File: config.mk
export PLATFORM = sky130hd
export DESIGN_NAME = seq_mag_cmp
export DESIGN_NICKNAME = d
export VERILOG_FILES = /design/src/rtl/seq_mag_cmp.sv
export SDC_FILE = /design/constraint.sdc
export NUM_CORES = 1
export LEC_CHECK = 0
export CORE_MARGIN = 2
export CORE_UTILIZATION = 46
export CTS_CLUSTER_DIAMETER = 60
export DETAILED_ROUTE_END_ITERATION = 7
export GPL_TIMING_DRIVEN = 1
export PLACE_DENSITY = 0.74
export SLEW_MARGIN = 20
export SYNTH_ARGS = -nofsm -noshare
export SYNTH_HDL_FRONTEND = slang
export SYNTH_SLANG_ARGS = --single-unit
File: constraint.sdc
create_clock -name clk -period 1.3 [get_ports clk]
set_input_delay 0.325 -clock clk [delete_from_list [all_inputs] [get_ports clk]]
set_output_delay 0.325 -clock clk [all_outputs]
set_load 0.005 [all_outputs]
File: src/rtl/seq_mag_cmp.sv
// seq_mag_cmp: sequential unsigned magnitude comparator, two bits per clock, MSB first.
// Optional macro SEQ_MAG_CMP_EARLY_EXIT_EN finishes on the first unequal pair.
`default_nettype none

module seq_mag_cmp #(
   parameter int WIDTH = 8
) (
   input  logic             clk,
   input  logic             reset_n,
   input  logic             start,
   input  logic [WIDTH-1:0] a,
   input  logic [WIDTH-1:0] b,
   output logic             busy,
   output logic             done,
   output logic             agtb,
   output logic             aeqb,
   output logic             altb
);

   localparam int N  = WIDTH / 2;
   localparam int CW = $clog2(N + 1);

   typedef enum logic [1:0] {
      S_IDLE = 2'd0,
      S_RUN  = 2'd1,
      S_DONE = 2'd2
   } state_t;

   state_t           r_state;
   state_t           w_next;
   logic [WIDTH-1:0] r_a;
   logic [WIDTH-1:0] r_b;
   logic [CW-1:0]    r_cnt;
   logic             r_decided;
   logic             r_gt;
   logic             r_lt;
   logic             r_agtb;
   logic             r_aeqb;
   logic             r_altb;

   logic [1:0]       w_pa;
   logic [1:0]       w_pb;
   logic             w_pgt;
   logic             w_plt;
   logic             w_last;
   logic             w_gt_f;
   logic             w_lt_f;
   logic             w_finish;

   assign w_pa   = r_a[WIDTH-1 -: 2];
   assign w_pb   = r_b[WIDTH-1 -: 2];
   assign w_pgt  = (w_pa > w_pb);
   assign w_plt  = (w_pa < w_pb);
   assign w_last = (r_cnt == CW'(1));

   // A decision latched on an earlier pair outranks the current pair.
   assign w_gt_f = r_decided ? r_gt : w_pgt;
   assign w_lt_f = r_decided ? r_lt : w_plt;

`ifdef SEQ_MAG_CMP_EARLY_EXIT_EN
   assign w_finish = w_last || w_pgt || w_plt;
`else
   assign w_finish = w_last;
`endif

   always_ff @(posedge clk or negedge reset_n) begin
      if (!reset_n) begin
         r_state <= S_IDLE;
      end else begin
         r_state <= w_next;
      end
   end

   always_comb begin
      w_next = r_state;
      case (r_state)
         S_IDLE:  if (start) w_next = S_RUN;
         S_RUN:   if (w_finish) w_next = S_DONE;
         S_DONE:  w_next = S_IDLE;
         default: w_next = S_IDLE;
      endcase
   end

   always_ff @(posedge clk or negedge reset_n) begin
      if (!reset_n) begin
         r_a       <= '0;
         r_b       <= '0;
         r_cnt     <= '0;
         r_decided <= 1'b0;
         r_gt      <= 1'b0;
         r_lt      <= 1'b0;
         r_agtb    <= 1'b0;
         r_aeqb    <= 1'b0;
         r_altb    <= 1'b0;
      end else begin
         case (r_state)
            S_IDLE: begin
               if (start) begin
                  r_a       <= a;
                  r_b       <= b;
                  r_cnt     <= CW'(N);
                  r_decided <= 1'b0;
                  r_gt      <= 1'b0;
                  r_lt      <= 1'b0;
               end
            end
            S_RUN: begin
               r_a   <= r_a << 2;
               r_b   <= r_b << 2;
               r_cnt <= r_cnt - CW'(1);
               if (!r_decided && (w_pgt || w_plt)) begin
                  r_decided <= 1'b1;
                  r_gt      <= w_pgt;
                  r_lt      <= w_plt;
               end
               if (w_finish) begin
                  r_agtb <= w_gt_f;
                  r_altb <= w_lt_f;
                  r_aeqb <= !(w_gt_f || w_lt_f);
               end
            end
            default: ;
         endcase
      end
   end

   assign busy = (r_state != S_IDLE);
   assign done = (r_state == S_DONE);
   assign agtb = r_agtb;
   assign aeqb = r_aeqb;
   assign altb = r_altb;

endmodule

`default_nettype wire

==> metrics.md <==
| Metric | Value |
|---|---|
| Synthesized flop and latch total | 27 |
| Num ports | 24 |
| Max Freq | 0.662 GHz |
| Hold Path Class | input pin to async pin |
| Pre-Repair DR Iteration Count | 4 |
| Failing checks | negative setup slack |
| GRT met2 Usage | 0.289 |
| Avg WL per Cell | 15.2 um |
| Sw Pwr | 0.00151 W |
| Diodes inserted | 0 |
| Crit-path leading delay family | buffers and inverters |
| H-tree levels | 1 |
| Number of global-route vias before repair | 1045 |
| Final setup fails | 26 |
| Port buffer count | 23 |
| Stages on worst setup path | 6 |
| CP max stage delay | 0.41 ns |
| Grt total ovfl | 0 |
| Worst Skew | 0.0114 ns |
| Fin crit share | 1.16 |
| Total CTS buffers | 3 |
| Worst-margin pin slew | 0.289 ns |
| Synth Warn # | 0 |
| Worst Path Required | 1.55 ns |
| CP max FO | 9 |
| Avg Cell Area, Syn | 10.8 um2 |
| Top-area cell type share of the netlist area | 0.495 |
| Largest cells by area after synthesis | dfrtp_1, mux2i_1, nand2_1 |
| Busiest metal layer after global routing | met2 |
| Final hold viol count | 0 |
| # placed instances | 183 |
| Crit-path cells | buf_6, buf_4, nor2b_4, clkbuf_16, mux2i_1, o21ai_1 |
| Root buffer cell | clkbuf_4 |
| Worst-Skew Late Latency | 0.35 ns |
| Post-route antenna net violation count | 0 |
| CTS tree | yes |
| Area Overhead vs Synth | 36.3% |
| Total Routing Usage GR | 0.172 |
| Status | finished with violations |
| DP Worst Slack | -0.177 ns |
| Ratio of cells with drive above 1 in the final layout | 0.246 |
| DIE AREA | 3420 um2 |
| First-pass GRT wire length | 4.42 mm |
| Syn Inst Count | 127 |
| Max-slew violations | 0 |
| CP max-delay cell | dfrtp_1 |
| Final setup margin | -0.209 ns |
| Die span in y | 58.5 um |
| Sequential element share of the synthesized area | 0.495 |
| Reg2reg path depth | 6 |
| Core box area | 2780 um2 |
| Initial antenna violation count | 0 |
| Largest net degree at the start of global routing | 29 |
| DR vias/cell | 5.38 |
| Clock Power Share | 0.095 |
| Logic pwr share | 0.573 |
| Pwr dens | 2220 nW/um2 |
| Initial core utilization | 0.491 |
| Post-layout minimum cycle time | 1.51 ns |
| Area leader, netlist | dfrtp_1 |
| Mapped Nets | 150 |
| Rows | 19 |
| Die W | 58.5 um |
| Nets | 191 |
| Clock buffer depth | 2 |
| Element type at the critical path end | flop |
| Mapped cell area | 1370 um2 |
| Slew HR | 0.808 |
| Critical path class | flop to flop |
| Routability-driven placement congestion ratio | 0.691 |
| DRC | 0 |
| Total Wirelength | 3.01 mm |
| WP buf/inv | 3 |
| Worst IR Drop VDD | 1550 uV |
| Non-Filler Instances | 198 |
| Sequential group share of total power | 0.332 |
| Post-synthesis cell type count | 31 |
| Vias | 1066 |
| RSZ-0062 raised after global routing | yes |
| Grt met3 use | 0.0396 |
| CP arrival | 1.76 ns |
| Clock transition at path regs | 0.16 ns |
| DR iter-0 viols | 23 |
| CTS Hold Bufs | 0 |
| Max-cap violation count | 0 |
| Sw Share | 0.366 |
| # clock sinks | 27 |
| Int Pwr | 0.00262 W |
| Met1 Use GR | 0.214 |
| DP HPWL | 1.82 mm |
| Lkg Pwr | 0.883 nW |
| Startpoint Class | flop |
-- per-layer routing --
layer,vias up,wire length [um]
met1,511,1290
met2,26,1540
met5,-,0
met4,0,64
li1,524,-
met3,5,115
-- what timing repair did --
item,CTS,global route
setup buffers,5,4
gates cloned,0,3
endpoints found under the setup margin,8,30
pin swaps,4,3
resized for setup,28,11
-- layout by cell type (no fill, tap or decap), types with 2 or more instances in the layout --
cell,n
inv_1,6
dfrtp_1,27
clkbuf_4,3
o211ai_1,2
a21oi_2,2
a22o_1,4
ha_1,3
a31oi_1,4
o21ai_1,14
nand2b_1,3
a22oi_1,2
o21ai_0,3
nand2_1,18
clkdlybuf4s50_1,18
clkbuf_16,3
buf_12,3
buf_6,6
clkbuf_2,3
mux2i_1,12
buf_4,10
nor2_2,3
-- per-stage QoR --
stage          TNS [ns]  hold WS [ns]  power, W   util  area (um2)
2_1_floorplan         0        0.0294   0.00270      -        1380
3_3_place_gp      -1.27         0.465   0.00316  0.601        1670
3_5_place_dp      -2.71         0.474   0.00325  0.601        1670
4_1_cts           -1.85         0.318   0.00376  0.632        1760
5_1_grt           -4.01         0.331   0.00441  0.669        1860
6_report          -2.49         0.310   0.00413  0.669        1860
-- worst reg2reg max path, cell delays in order (launching register included) --
cell and delay, ns:
dfrtp_1 0.41, buf_6 0.11, buf_4 0.16, nor2b_4 0.26, clkbuf_16 0.19, mux2i_1 0.21, o21ai_1 0.09
-- power groups by stage --
stage               Clock, W  Combinational [W]  Sequential [W]
global route        0.000427            0.00257         0.00141
CTS                 0.000397            0.00201         0.00135
finish              0.000394            0.00237         0.00137
floorplan                  0            0.00136         0.00133
detailed placement         0            0.00187         0.00137
global placement           0            0.00181         0.00136
-- final cells by class --
| cell class | count | area [um2] |
|---|---|---|
| Clock buffer | 4 | 26.3 |
| Sequential cell | 27 | 676 |
| Timing Repair Buffer | 44 | 478 |
| Fill cell | 222 | 920 |
| Inverter | 6 | 22.5 |
| Multi-Input combinational cell | 86 | 621 |
| Tap cell | 31 | 38.8 |
-- synthesized netlist by cell type --
master and number:
dfrtp_1 27, nand2_1 18, mux2i_1 12, o21ai_0 10, o21ai_1 7, inv_1 6, buf_6 5, a22o_1 4
a31oi_1 4, ha_1 4, nor2_1 4, a21oi_1 3, nand2b_1 3, a22oi_1 2, o211ai_1 2, a32oi_1 1
a41o_1 1, and2b_1 1, and4bb_2 1, buf_12 1, buf_2 1, buf_4 1, nand3b_1 1, nor2b_1 1
nor2b_2 1, nor2b_4 1, nor3b_1 1, o21ba_2 1, o21bai_2 1, or2_2 1, or2b_1 1
-- worst paths after layout --
kind	endpoint	from	slack, ns
setup / recovery	r_a[2]	r_state[0]	-0.21
hold reg to reg	r_cnt[1]	r_cnt[1]	0.50
hold / removal	r_gt	reset_n	0.31
max in group asynchronous	r_a[1]	reset_n	0.83
setup reg to reg	r_a[2]	r_state[0]	-0.21
min in group clk	r_cnt[1]	r_cnt[1]	0.50
-- cells by family (layout without fill, tap and decap cells) --
group	Yosys count	after routing	synth area share
flip-flops	27	27	0.495
AND/OR/NAND/NOR	34	34	0.131
multiplexers	12	12	0.0879
AO/OA/AOI/OAI	36	36	0.168
adder cells (fa/ha/maj)	4	4	0.0366
buffers and inverters	14	54	0.0815
-- registers in the layout, indices dropped and copies added, names as in the netlist --
register and count:
r_a 8, r_b 8, r_cnt 3, r_state 2, aeqb 1, agtb 1
altb 1, r_decided 1, r_gt 1, r_lt 1
Note: power is estimated with default switching activity, not from simulation.
